## src/rtl/sa_output_deskew.sv

```systemverilog
// Realigns staggered bottom-edge column outputs of the systolic array into rows,
// buffers them in a small FIFO and writes them to output memory at sequential addresses.
// Latency: column 0 valid in cycle t -> row pushed at end of t+NUM_COLS-1, earliest write in t+NUM_COLS.
// Backpressure: i_mem_ready stalls the drain only; the array cannot be stalled, so a row
// arriving with the FIFO full (and no pop that cycle) is dropped and flagged in o_overflow.
//
// Ports:
//   clk, rst_n                      clock, asynchronous active-low reset
//   i_start, i_base_addr, i_num_rows job launch (ignored while ACTIVE)
//   i_col_valid, i_col_data         skewed per-column results from the array
//   i_mem_ready                     output memory can accept a write
//   w_output_en/addr/data           output memory write port (combinational from FIFO head)
//   o_busy, o_done                  job status
//   o_overflow, o_misalign          sticky error flags, cleared by an accepted i_start
//   o_fifo_count                    aligned-row FIFO occupancy
module sa_output_deskew #(
    parameter int NUM_COLS         = 4,
    parameter int DATA_WIDTH       = 32,
    parameter int FIFO_DEPTH       = 4,
    parameter int OUTPUT_MEM_WIDTH = 8
) (
    input  logic                             clk,
    input  logic                             rst_n,
    input  logic                             i_start,
    input  logic [OUTPUT_MEM_WIDTH-1:0]      i_base_addr,
    input  logic [OUTPUT_MEM_WIDTH-1:0]      i_num_rows,
    input  logic [NUM_COLS-1:0]              i_col_valid,
    input  logic [NUM_COLS*DATA_WIDTH-1:0]   i_col_data,
    input  logic                             i_mem_ready,
    output logic                             w_output_en,
    output logic [OUTPUT_MEM_WIDTH-1:0]      w_output_addr,
    output logic [NUM_COLS*DATA_WIDTH-1:0]   w_output_data,
    output logic                             o_busy,
    output logic                             o_done,
    output logic                             o_overflow,
    output logic                             o_misalign,
    output logic [$clog2(FIFO_DEPTH+1)-1:0]  o_fifo_count
);

    localparam int ROW_W = NUM_COLS * DATA_WIDTH;
    localparam int PTR_W = $clog2(FIFO_DEPTH);
    localparam int CNT_W = $clog2(FIFO_DEPTH + 1);

    typedef enum logic [1:0] {S_IDLE, S_ACTIVE, S_DONE} state_t;

    state_t                      r_state;
    state_t                      w_state_nxt;
    logic [OUTPUT_MEM_WIDTH-1:0] r_base;
    logic [OUTPUT_MEM_WIDTH-1:0] r_num_rows;
    logic [OUTPUT_MEM_WIDTH-1:0] r_rows_written;
    logic                        r_done;
    logic                        r_overflow;
    logic                        r_misalign;
    logic [ROW_W-1:0]            r_mem [FIFO_DEPTH];
    logic [PTR_W-1:0]            r_wr_ptr;
    logic [PTR_W-1:0]            r_rd_ptr;
    logic [CNT_W-1:0]            r_count;

    logic                        w_active;
    logic                        w_start_acc;
    logic [NUM_COLS-1:0]         w_al_vld;
    logic [ROW_W-1:0]            w_al_row;
    logic                        w_push_req;
    logic                        w_push;
    logic                        w_drop;
    logic                        w_mis;
    logic                        w_full;
    logic [OUTPUT_MEM_WIDTH-1:0] w_rows_inc;
    logic                        w_last_wr;

    assign w_active    = (r_state == S_ACTIVE);
    assign w_start_acc = i_start && !w_active;

    // Column j needs NUM_COLS-1-j stages so every lane lines up with the last column.
    for (genvar gj = 0; gj < NUM_COLS; gj++) begin : g_col
        localparam int D = NUM_COLS - 1 - gj;
        if (D == 0) begin : g_pass
            assign w_al_vld[gj] = i_col_valid[gj];
            assign w_al_row[gj*DATA_WIDTH +: DATA_WIDTH] = i_col_data[gj*DATA_WIDTH +: DATA_WIDTH];
        end else begin : g_dly
            logic [D-1:0]                 r_v;
            logic [D-1:0][DATA_WIDTH-1:0] r_d;
            always_ff @(posedge clk or negedge rst_n) begin
                if (!rst_n) begin
                    r_v <= '0;
                    r_d <= '0;
                end else if (w_start_acc) begin
                    r_v <= '0;
                    r_d <= '0;
                end else begin
                    r_v[0] <= i_col_valid[gj];
                    r_d[0] <= i_col_data[gj*DATA_WIDTH +: DATA_WIDTH];
                    for (int k = 1; k < D; k++) begin
                        r_v[k] <= r_v[k-1];
                        r_d[k] <= r_d[k-1];
                    end
                end
            end
            assign w_al_vld[gj] = r_v[D-1];
            assign w_al_row[gj*DATA_WIDTH +: DATA_WIDTH] = r_d[D-1];
        end
    end

    assign w_full        = (r_count == CNT_W'(FIFO_DEPTH));
    assign w_output_en   = w_active && (r_count != '0) && i_mem_ready;
    assign w_output_addr = r_base + r_rows_written;
    assign w_output_data = r_mem[r_rd_ptr];

    // A full FIFO still accepts a row when the head leaves in the same cycle.
    assign w_push_req = w_active && (&w_al_vld);
    assign w_push     = w_push_req && (!w_full || w_output_en);
    assign w_drop     = w_push_req && !w_push;
    assign w_mis      = w_active && (|w_al_vld) && !(&w_al_vld);

    assign w_rows_inc = r_rows_written + OUTPUT_MEM_WIDTH'(1);
    assign w_last_wr  = w_output_en && (w_rows_inc == r_num_rows);

    always_ff @(posedge clk or negedge rst_n) begin
        if (!rst_n) r_state <= S_IDLE;
        else        r_state <= w_state_nxt;
    end

    always_comb begin
        w_state_nxt = r_state;
        case (r_state)
            S_IDLE, S_DONE: begin
                if (i_start) w_state_nxt = (i_num_rows == '0) ? S_DONE : S_ACTIVE;
            end
            S_ACTIVE: begin
                if (w_last_wr) w_state_nxt = S_DONE;
            end
            default: w_state_nxt = S_IDLE;
        endcase
    end

    // Job registers, status and sticky flags.
    always_ff @(posedge clk or negedge rst_n) begin
        if (!rst_n) begin
            r_base         <= '0;
            r_num_rows     <= '0;
            r_rows_written <= '0;
            r_done         <= 1'b0;
            r_overflow     <= 1'b0;
            r_misalign     <= 1'b0;
        end else if (w_start_acc) begin
            r_base         <= i_base_addr;
            r_num_rows     <= i_num_rows;
            r_rows_written <= '0;
            r_done         <= 1'b0;
            r_overflow     <= 1'b0;
            r_misalign     <= 1'b0;
        end else begin
            if (w_output_en) r_rows_written <= w_rows_inc;
            // Final write raises done with the state change; a zero-row job
            // sits one cycle in DONE before done rises.
            if (w_last_wr || (r_state == S_DONE)) r_done <= 1'b1;
            if (w_drop) r_overflow <= 1'b1;
            if (w_mis)  r_misalign <= 1'b1;
        end
    end

    // Aligned-row FIFO.
    always_ff @(posedge clk or negedge rst_n) begin
        if (!rst_n) begin
            for (int i = 0; i < FIFO_DEPTH; i++) r_mem[i] <= '0;
            r_wr_ptr <= '0;
            r_rd_ptr <= '0;
            r_count  <= '0;
        end else if (w_start_acc) begin
            r_wr_ptr <= '0;
            r_rd_ptr <= '0;
            r_count  <= '0;
        end else begin
            if (w_push) begin
                r_mem[r_wr_ptr] <= w_al_row;
                r_wr_ptr        <= r_wr_ptr + PTR_W'(1);
            end
            if (w_output_en) r_rd_ptr <= r_rd_ptr + PTR_W'(1);
            case ({w_push, w_output_en})
                2'b10:   r_count <= r_count + CNT_W'(1);
                2'b01:   r_count <= r_count - CNT_W'(1);
                default: r_count <= r_count;
            endcase
        end
    end

    assign o_busy       = w_active;
    assign o_done       = r_done;
    assign o_overflow   = r_overflow;
    assign o_misalign   = r_misalign;
    assign o_fifo_count = r_count;

endmodule

```

## config.mk

```make
export PLATFORM = sky130hd
export DESIGN_NAME = sa_output_deskew
export DESIGN_NICKNAME = d
export VERILOG_FILES = /design/src/rtl/sa_output_deskew.sv
export SDC_FILE = /design/constraint.sdc
export NUM_CORES = 1
export LEC_CHECK = 0
export ABC_CLOCK_PERIOD_IN_PS = 1750
export CAP_MARGIN = 10
export CORE_ASPECT_RATIO = 1.25
export CORE_MARGIN = 3
export CORE_UTILIZATION = 52
export CTS_BUF_LIST = sky130_fd_sc_hd__clkbuf_8
export CTS_CLUSTER_DIAMETER = 120
export DETAILED_ROUTE_END_ITERATION = 8
export DONT_BUFFER_PORTS = 1
export PLACE_DENSITY = 0.67
export SLEW_MARGIN = 20
export SYNTH_ARGS = -nofsm -noshare
export SYNTH_HDL_FRONTEND = slang
export SYNTH_SLANG_ARGS = --single-unit
```

## constraint.sdc

```tcl
create_clock -name clk -period 1.75 [get_ports clk]
set_input_delay 0.0875 -clock clk [delete_from_list [all_inputs] [get_ports clk]]
set_output_delay 0.0875 -clock clk [all_outputs]
set_load 0.02 [all_outputs]
```

After elaboration in Yosys (flattened, before gate mapping)
Index checks and enable logic that the tools add are counted.
{"block": "op_classes", "addsub": 6, "multipliers": 0, "div": 0, "magnitude_cmp": 3, "eq_ne": 8, "n_shift": 0, "n_mux": 30, "bitwise": 3, "reduce_logical": 30}
{"cell": "bitwise mux 512 bit", "n": 1}
{"cell": "2-to-1 mux 128 bit", "n": 3}
{"cell": "binary-select mux 128 bit (select 2 bit)", "n": 1}
{"cell": "demux 128 bit (select 2 bit)", "n": 1}
{"cell": "2-to-1 mux 96 bit", "n": 1}
{"cell": "2-to-1 mux 64 bit", "n": 1}
{"cell": "2-to-1 mux 32 bit", "n": 1}
{"cell": "2-to-1 mux 2 bit", "n": 8}
{"cell": "2-to-1 mux 8 bit", "n": 2}
{"cell": "logical AND 1 bit", "n": 10}
{"cell": "nonzero test 2 bit", "n": 5}
{"cell": "adder 8 x 1 -> 8 bit (second input constant)", "n": 1}
{"cell": "adder 8 bit", "n": 1}
{"cell": "== test 8 bit", "n": 1}
{"cell": "logical NOT 8 bit", "n": 1}
{"cell": "2-to-1 mux 1 bit", "n": 7}
{"cell": "greater-or-equal comparator 3 bit (second input constant)", "n": 2}
{"cell": "2-to-1 mux 3 bit", "n": 2}
{"cell": "inverter 2 -> 3 bit", "n": 2}
{"cell": "case mux 3 bit (2 select lines)", "n": 1}
{"cell": "nonzero test 3 bit", "n": 2}
{"cell": "adder 2 x 1 -> 2 bit (second input constant)", "n": 2}
{"cell": "== test 2 x 1 -> 1 bit (second input constant)", "n": 2}
{"cell": "== test 2 bit (second input constant)", "n": 2}
{"cell": "other kinds (15)", "n": 20}
{"block": "totals", "register_bits": 746, "latch_bits": 0, "ram_bits": 0, "rom_bits": 0, "inputBits": 152, "word_cells": 103, "n_memories": 0}

Longest topological paths before layout
Gate-level depths: netlist (run 1).
{"block": "logic_depth", "word_depth": 9, "mapped_depth": 9, "depth_no_buf": 9}

Least setup slack after synthesis (run 1)
OpenSTA, ideal clock, no wires.
{"block": "synth_timing", "path_kind": "register to register", "start": "reg r_state[1]", "end": "reg r_count[2], in the netlist o_fifo_count[2]", "setup_time_ns": 0.132, "arrival_time_ns": 1.830, "setup_slack_ns": -0.211, "stages_incl_launch_ff": 10, "path_buffers": 0, "period_less_slack_ns": 1.961, "cell_sequence": "dfrtp_1 -> nand2b_1 -> inv_1 -> nand4_1 -> fa_1 -> inv_1 -> o21ai_0 -> o22a_1 -> xor2_1 -> nor2_1"}
{"block": "synth_via", "elab_chain_len": 8}
{"element": "start: declaration", "line": "46", "text": "state_t r_state;"}
{"element": "start signal: assignment", "line": "120", "text": "else r_state <= w_state_nxt;"}
{"element": "== test 2 x 1 -> 1 bit *", "line": "71", "text": "assign w_active = (r_state == S_ACTIVE);"}
{"element": "via o_busy", "line": "33", "text": "output logic o_busy,"}
{"element": "logical AND 1 bit (2 in series)", "line": "105", "text": "assign w_output_en = w_active && (r_count != '0) && i_mem_ready;"}
{"element": "logical OR 1 bit", "line": "111", "text": "assign w_push = w_push_req && (!w_full || w_output_en);"}
{"element": "logical AND 1 bit", "line": "111"}
{"element": "== test 2 x 1 -> 1 bit or == test 2 bit (tied branches)", "line": "179", "text": "case ({w_push, w_output_en})"}
{"element": "case mux 3 bit (2 select lines)", "line": "179"}
{"element": "2-to-1 mux 3 bit", "line": "169", "text": "end else if (w_start_acc) begin"}
{"element": "end signal: assignment", "line": "180", "text": "2'b10: r_count <= r_count + CNT_W'(1);"}
{"element": "end signal: assignment", "line": "181", "text": "2'b01: r_count <= r_count - CNT_W'(1);"}
{"element": "end signal: assignment", "line": "182", "text": "default: r_count <= r_count;"}
{"element": "end: declaration", "line": "57", "text": "logic [CNT_W-1:0] r_count;"}
Mark *: on every way through the listed nets, which the timed path passes. The rest lies on a longest branch.
A chain may end at the register's enable or synchronous reset.

Final worst setup path (run 1)
{"block": "layout_timing", "start": "reg r_base[1]", "end": "out w_output_addr[7]"}
{"block": "layout_via", "elab_chain_len": 1}
{"element": "start: declaration", "line": "48", "text": "logic [OUTPUT_MEM_WIDTH-1:0] r_base;"}
{"element": "start signal: assignment", "line": "146", "text": "r_base <= i_base_addr;"}
{"element": "adder 8 bit", "line": "106", "text": "assign w_output_addr = r_base + r_rows_written;"}
{"element": "end: declaration", "line": "31", "text": "output logic [OUTPUT_MEM_WIDTH-1:0] w_output_addr,"}
No other way between the ends.

==> results of run 1 <==
repair_timing:
item                                     CTS  global route
resized for setup                        122           143
gates cloned                              43            23
pin swaps                                 18            33
setup buffers                             55            35
endpoints found under the setup margin   648           867
hold endpoints to repair                1039           746
routing by layer:
| layer | track usage (%) | wire, um | vias to the layer above |
|---|---|---|---|
| li1 | - | - | 7726 |
| met1 | 29.5 | 30800 | 9415 |
| met2 | 40.3 | 39400 | 398 |
| met3 | 5.27 | 3720 | 134 |
| met4 | 8.04 | 2190 | 2 |
| met5 | 0 | 11 | - |
metrics by stage:
stage          total power, mW  setup TNS [ps]
2_1_floorplan             36.6          -36490
3_3_place_gp              41.1          -47220
3_5_place_dp              41.8          -58810
4_1_cts                   59.7         -234610
5_1_grt                   62.9         -261840
6_report                  59.9         -249020
state kept, by name, indices dropped and copies added, names as in the netlist:
register and flops:
o_overflow 1, o_done 1, o_fifo_count 3, g_col.g_dly.r_v 6
r_base 8, r_rows_written 8, o_misalign 1, r_mem 512
r_wr_ptr 2, r_rd_ptr 2, r_num_rows 8, g_col.g_dly.r_d 192
r_state 2
cells in the mapped netlist, drive strengths merged (5+ instances only):
library cell	count	area, um2
mux4	128	2880
inv	15	56.3
nand3	5	25.0
buf	71	662
and2	201	1260
xnor2	15	131
mux2	512	5770
ha	12	150
a21oi	7	35.0
dfrtp	746	18700
xor2	7	61.3
o21ai	14	70.1
nand2	62	233
clkbuf	42	158
nor2	21	78.8
power by group through the flow:
stage | registers (mW) | logic (mW) | clock network, mW
floorplan | 24.0 | 12.6 | 0
global placement | 24.5 | 16.6 | 0
detailed placement | 24.9 | 16.9 | 0
CTS | 24.6 | 20.0 | 15.1
global route | 25.3 | 21.6 | 15.9
finish | 24.8 | 20.4 | 14.7
worst paths after layout:
check	cells after the start	startpoint	to
max in group asynchronous	0	rst_n	r_rd_ptr[0]
min reg2reg	1	g_col[0].g_dly.r_d[4]	g_col[0].g_dly.r_d[36]
min in group clk	2	i_col_data[83]	g_col[2].g_dly.r_d[19]
min	0	rst_n	g_col[0].g_dly.r_d[86]
max	6	r_base[1]	w_output_addr[7]
max reg2reg	9	r_state[1]	r_mem[3]
cell type report:
cell class,count,area (um2)
clock buffer,154,2120
inverter,15,63.8
tap,750,938
timing repair buffer,454,6230
multi-input combinational,1031,11500
fill,3743,17900
sequential,746,18700
antenna,1,2.50
clock inverter,53,280
kinds of logic after synthesis:
kind of cell / synth area share (%)
flip-flops: 61.0
multiplexers: 28.3
AND/OR/NAND/NOR: 5.68
buffers and inverters: 2.86
AO/OA/AOI/OAI: 0.867
XOR/XNOR: 0.630
adder cells (fa/ha/maj): 0.622
critical path: stages (launching register included):
cell and delay, ps:
dfrtp_1 400, ha_1 300, a21o_1 180, a211oi_2 180
nor2_1 90, o41ai_2 300, xnor2_2 230
placed cells by master (no fill, tap or decap), types with 3 or more instances in the layout:
cell,Yosys,final
clkbuf_8,0,154
buf_6,48,33
ha_4,0,4
clkinv_2,0,14
clkbuf_16,0,17
inv_4,0,3
and2_4,0,30
nor3_1,3,3
dfrtp_1,746,741
xnor2_2,0,4
and2_1,200,170
nand2_1,62,57
xor2_1,7,7
a21oi_1,7,6
mux2_4,0,27
nand3_1,5,3
buf_8,0,16
xnor2_1,15,11
dfrtp_2,0,3
ha_1,12,8
buf_16,0,29
nand2_8,0,6
inv_1,15,44
nor2_1,21,20
a31oi_1,3,3
o31ai_1,4,4
buf_4,4,53
nand4_1,4,4
o21ai_0,13,11
mux2_2,512,485
dlygate4sd3_1,0,210
nor2b_1,4,3
buf_12,0,94
mux4_2,128,128
==> metrics, run 1 <==
status=complete, but fails checks; failing checks=negative hold slack, max-slew violations, negative setup slack; Post-DRT Antenna Nets=0; die area=61800 um2; Post-CTS Hold Buffers=210; sequential share of power=41.4%; DR WL/cell=23.8 um; Netlist Area Pre-Place=30600 um2; layout cell share with drive strength beyond 1=46.1%; GRT Overall Usage=23.4%; crit path DAT=2380 ps; hpwl dp=40100 um; Slew Viols, Final=574; Final Hold Fails=746; worst skew pair latency=700 ps; NetSw=19.1 mW; global-route wire length before repair=112000 um; critical path launch point type=flop; Placed Cells=2665; I/O Pins=296; die height=277 um; largest net degree at the start of global routing=747; Final Cell Area=39800 um2; GRT overflow=0; HP Class=in2async; Required @ worst endpoint=1660 ps; Int Pwr=40.9 mW; total of max-cap violations=0; Area growth syn-to-layout=30.3%; Max clock buf depth=3; starting density of the core=53.0%; Area after DPL=32500 um2; Mapped Cells=1903; Max H-tree Level=3; r2r setup slk=-410 ps; Critical Path End Type=output pin; Pre-antenna DRT Iters=4; Vias per Instance=5.52; row cnt=98; Setup Skew=26.4 ps; Period Utilization, post-route=141%; critical path type=reg2out; Pwr Density=1500 nW/um2; total CTS buffers=117; Hold Slack=-902 ps; max_slew headroom=-143%; CP max FO=2; DR iter-0 viols=981; count of input and output buffers=0; number of global-route vias before repair=19500; fin cells=3204; Final Util=69.0%; Logic pwr share=34.1%; clock power share=24.6%; DRC=0; root buffer cell=clkbuf_8; RSZ-0062 raised after global routing=yes; initial antenna violation count=5; nets=2531; drt total wl=76100 um; core footprint=57800 um2; Mapped Nets=2069; CTS tree=built; Vias=17700; Worst-path clk slew=60 ps; FFs w/ async S/R, synth=100%; pre-CTS WS=-198 ps; Synth Area per Inst=16.1 um2; Syn. warnings=0; Final setup viols=994; final worst slack=-715 ps; clock sinks=746; Post-synth top flop=dfrtp_1; #FFs+latches synth=746; Leak Pwr=19.2 nW; min cycle time layout=2460 ps; sequential element share of the synthesized area=61.0%; Sw Share=31.8%; Die Width=223 um; Peak Freq=0.406 GHz; unique cell type count in the Yosys netlist=46; VDD IR max=0.00130 V; GPL Wtd Cong=0.781; measured slew at the worst slew-check pin=3650 ps; Post-synth EDFFs=0
(Power assumes the default switching activity.)
==> run 2, diff against run 1 <==
--- a/config.mk
+++ b/config.mk
@@ -8,7 +8,7 @@
 export ABC_CLOCK_PERIOD_IN_PS = 1750
 export CAP_MARGIN = 10
 export CORE_ASPECT_RATIO = 1.25
-export CORE_MARGIN = 3
+export CORE_MARGIN = 5
 export CORE_UTILIZATION = 52
 export CTS_BUF_LIST = sky130_fd_sc_hd__clkbuf_8
 export CTS_CLUSTER_DIAMETER = 120
==> metrics, run 2 (synthesis results as in run 1) <==
status=complete, but fails checks; failing checks=negative hold slack, negative setup slack; Area growth syn-to-layout=31.6%; drt total wl=76300 um (+0.27%); max_slew headroom=24.3% (+170 points); largest net degree at the start of global routing=747 (unchanged); r2r setup slk=-590 ps (-180 ps); cell count of the worst reg-to-reg path=10 (+1); die area=63800 um2 (+3.3%); layout cell share with drive strength beyond 1=45.6% (-0.51 points); DR iter-0 viols=1005 (+2.4%); max reg flops=512 (unchanged); clock sinks=746 (unchanged); number of global-route vias before repair=20100 (+3.2%); GPL Wtd Cong=0.809 (+3.6%); CTS tree=built; Hold Slack=-908 ps (-5.72 ps); Final Cell Area=40300 um2 (+1.0%); Placed Cells=2669 (+0.15%); total CTS buffers=116 (-0.85%); RSZ-0062 raised after global routing=yes; Max H-tree Level=3 (unchanged); Final setup viols=654 (-34%); Final Hold Fails=240 (-68%); Area after DPL=32400 um2 (-0.27%); DR WL/cell=23.6 um (-0.76%); row cnt=99 (+1.0%); worst skew pair latency=700 ps (about the same); GRT overflow=0 (unchanged); Critical Path End Type=output pin; nets=2554 (+0.91%); fillers=3722 (-0.56%); Pwr Density=1480 nW/um2 (-1.6%); Vias per Instance=5.52 (about the same); global-route wire length before repair=120000 um (+7.1%); core footprint=58300 um2 (+1.0%); fin cells=3237 (+1.0%); Final Util=69.0% (about the same); starting density of the core=52.4% (-0.53 points); Period Utilization, post-route=145% (+3.9 points); Worst-path clk slew=60 ps (about the same); Leak Pwr=19.4 nW (+0.87%); measured slew at the worst slew-check pin=1140 ps (-2510 ps); root buffer cell=clkbuf_8; GRT Overall Usage=24.6% (+1.2 points); VDD IR max=0.00105 V (-19%); CP max FO=2 (unchanged); I/O Pins=296 (unchanged); hpwl dp=40000 um (about the same); largest register by flop count=r_mem; Vias=17900 (+1.0%); crit path DAT=2450 ps (+70 ps); initial antenna violation count=5 (unchanged); count of input and output buffers=0 (unchanged); Post-CTS Hold Buffers=199 (-5.2%); total of max-cap violations=0 (unchanged); DRC=0 (unchanged); Peak Freq=0.395 GHz (-2.7%); Required @ worst endpoint=1660 ps (about the same); min cycle time layout=2530 ps (+68.7 ps); critical path type=reg2out; final worst slack=-784 ps (-68.7 ps); commonest non-fill, non-tap cell in the layout=dfrtp_1; Post-DRT Antenna Nets=0 (unchanged); Setup Skew=31.9 ps (+5.50 ps); commonest non-fill, non-tap cells in the layout=742 x dfrtp_1, 496 x mux2_2, 200 x and2_1; Die Width=227 um (+1.8%); HP Class=in2async; critical path launch point type=flop; die height=281 um (+1.4%); Max clock buf depth=3 (unchanged); Pwr Total=59.6 mW (-0.59%); Pre-antenna DRT Iters=5 (+1); biggest regs=r_mem (512), g_col.g_dly.r_d (192); Slew Viols, Final=0 (-100%)
run 2: cell types whose count changed in the layout (fill, tap and decap cells not counted), moves of 8 or more:
cell,previous run,this run
buf_16,29,61
and2_4,30,0
buf_6,33,55
buf_4,53,61
clkbuf_16,17,0
mux2_4,27,16
dlygate4sd3_1,210,199
mux2_2,485,496
and2_1,170,200
inv_1,44,52
run 2: where the power goes:
group          internal, mW  leakage (nW)  switching, mW
registers              22.0          9.75           2.75
clock network          8.05          1.39           6.71
logic                  10.3          8.22           9.67
total                  40.4          19.4           19.1
run 2: metrics by stage:
step	setup slack, ps	TNS [ps]
floorplan	-78.3	-36490
global placement	-176	-67620
detailed placement	-218	-88660
CTS	-841	-219350
global route	-934	-291750
finish	-784	-194360
run 2: worst max-delay path, cell delays in order, from the launching register on:
cell and delay, ps:
dfrtp_1 400, ha_1 310, a21o_1 180, a211oi_2 210, nor2_2 70, o41ai_2 240, buf_4 200, xnor2_4 150
run 2: final timing paths:
path,startpoint,to
worst max-delay path,r_rows_written[1],w_output_addr[7]
worst min-delay path,rst_n,r_mem[249]
worst max register to register,r_rows_written[0],r_state[0]
worst min register to register,g_col[1].g_dly.r_d[27],g_col[1].g_dly.r_d[59]
max in group asynchronous,rst_n,r_mem[234]
min in group clk,i_col_data[68],g_col[2].g_dly.r_d[4]
run 2: area by class of cell:
cell class | count | area (um2) | share of cell area (%)
sequential | 746 | 18700 | 46.4
multi-input combinational | 1030 | 11400 | 28.4
timing repair buffer | 479 | 6740 | 16.7
clock buffer | 149 | 2050 | 5.09
tap | 757 | 947 | 2.35
clock inverter | 57 | 342 | 0.848
inverter | 15 | 63.8 | 0.159
antenna | 4 | 10.0 | 0.0249
run 2: layer usage:
| metal | vias to the layer above | wire length, um | track usage [%] | part of all wire [%] |
|---|---|---|---|---|
| met5 | - | 7 | 0 | 0.0092 |
| li1 | 7806 | - | - | - |
| met4 | 2 | 1610 | 6.30 | 2.1 |
| met2 | 425 | 39100 | 41.3 | 51 |
| met3 | 98 | 4550 | 6.38 | 6.0 |
| met1 | 9526 | 31100 | 32.3 | 41 |
run 2: timing repair:
action / in CTS / in global routing
resized for setup: 209 / 32
pin swaps: 24 / 11
setup endpoints to repair: 661 / 839
endpoints found under the hold margin: 1108 / 240
buffers inserted: 104 / 15
cloned: 65 / 0
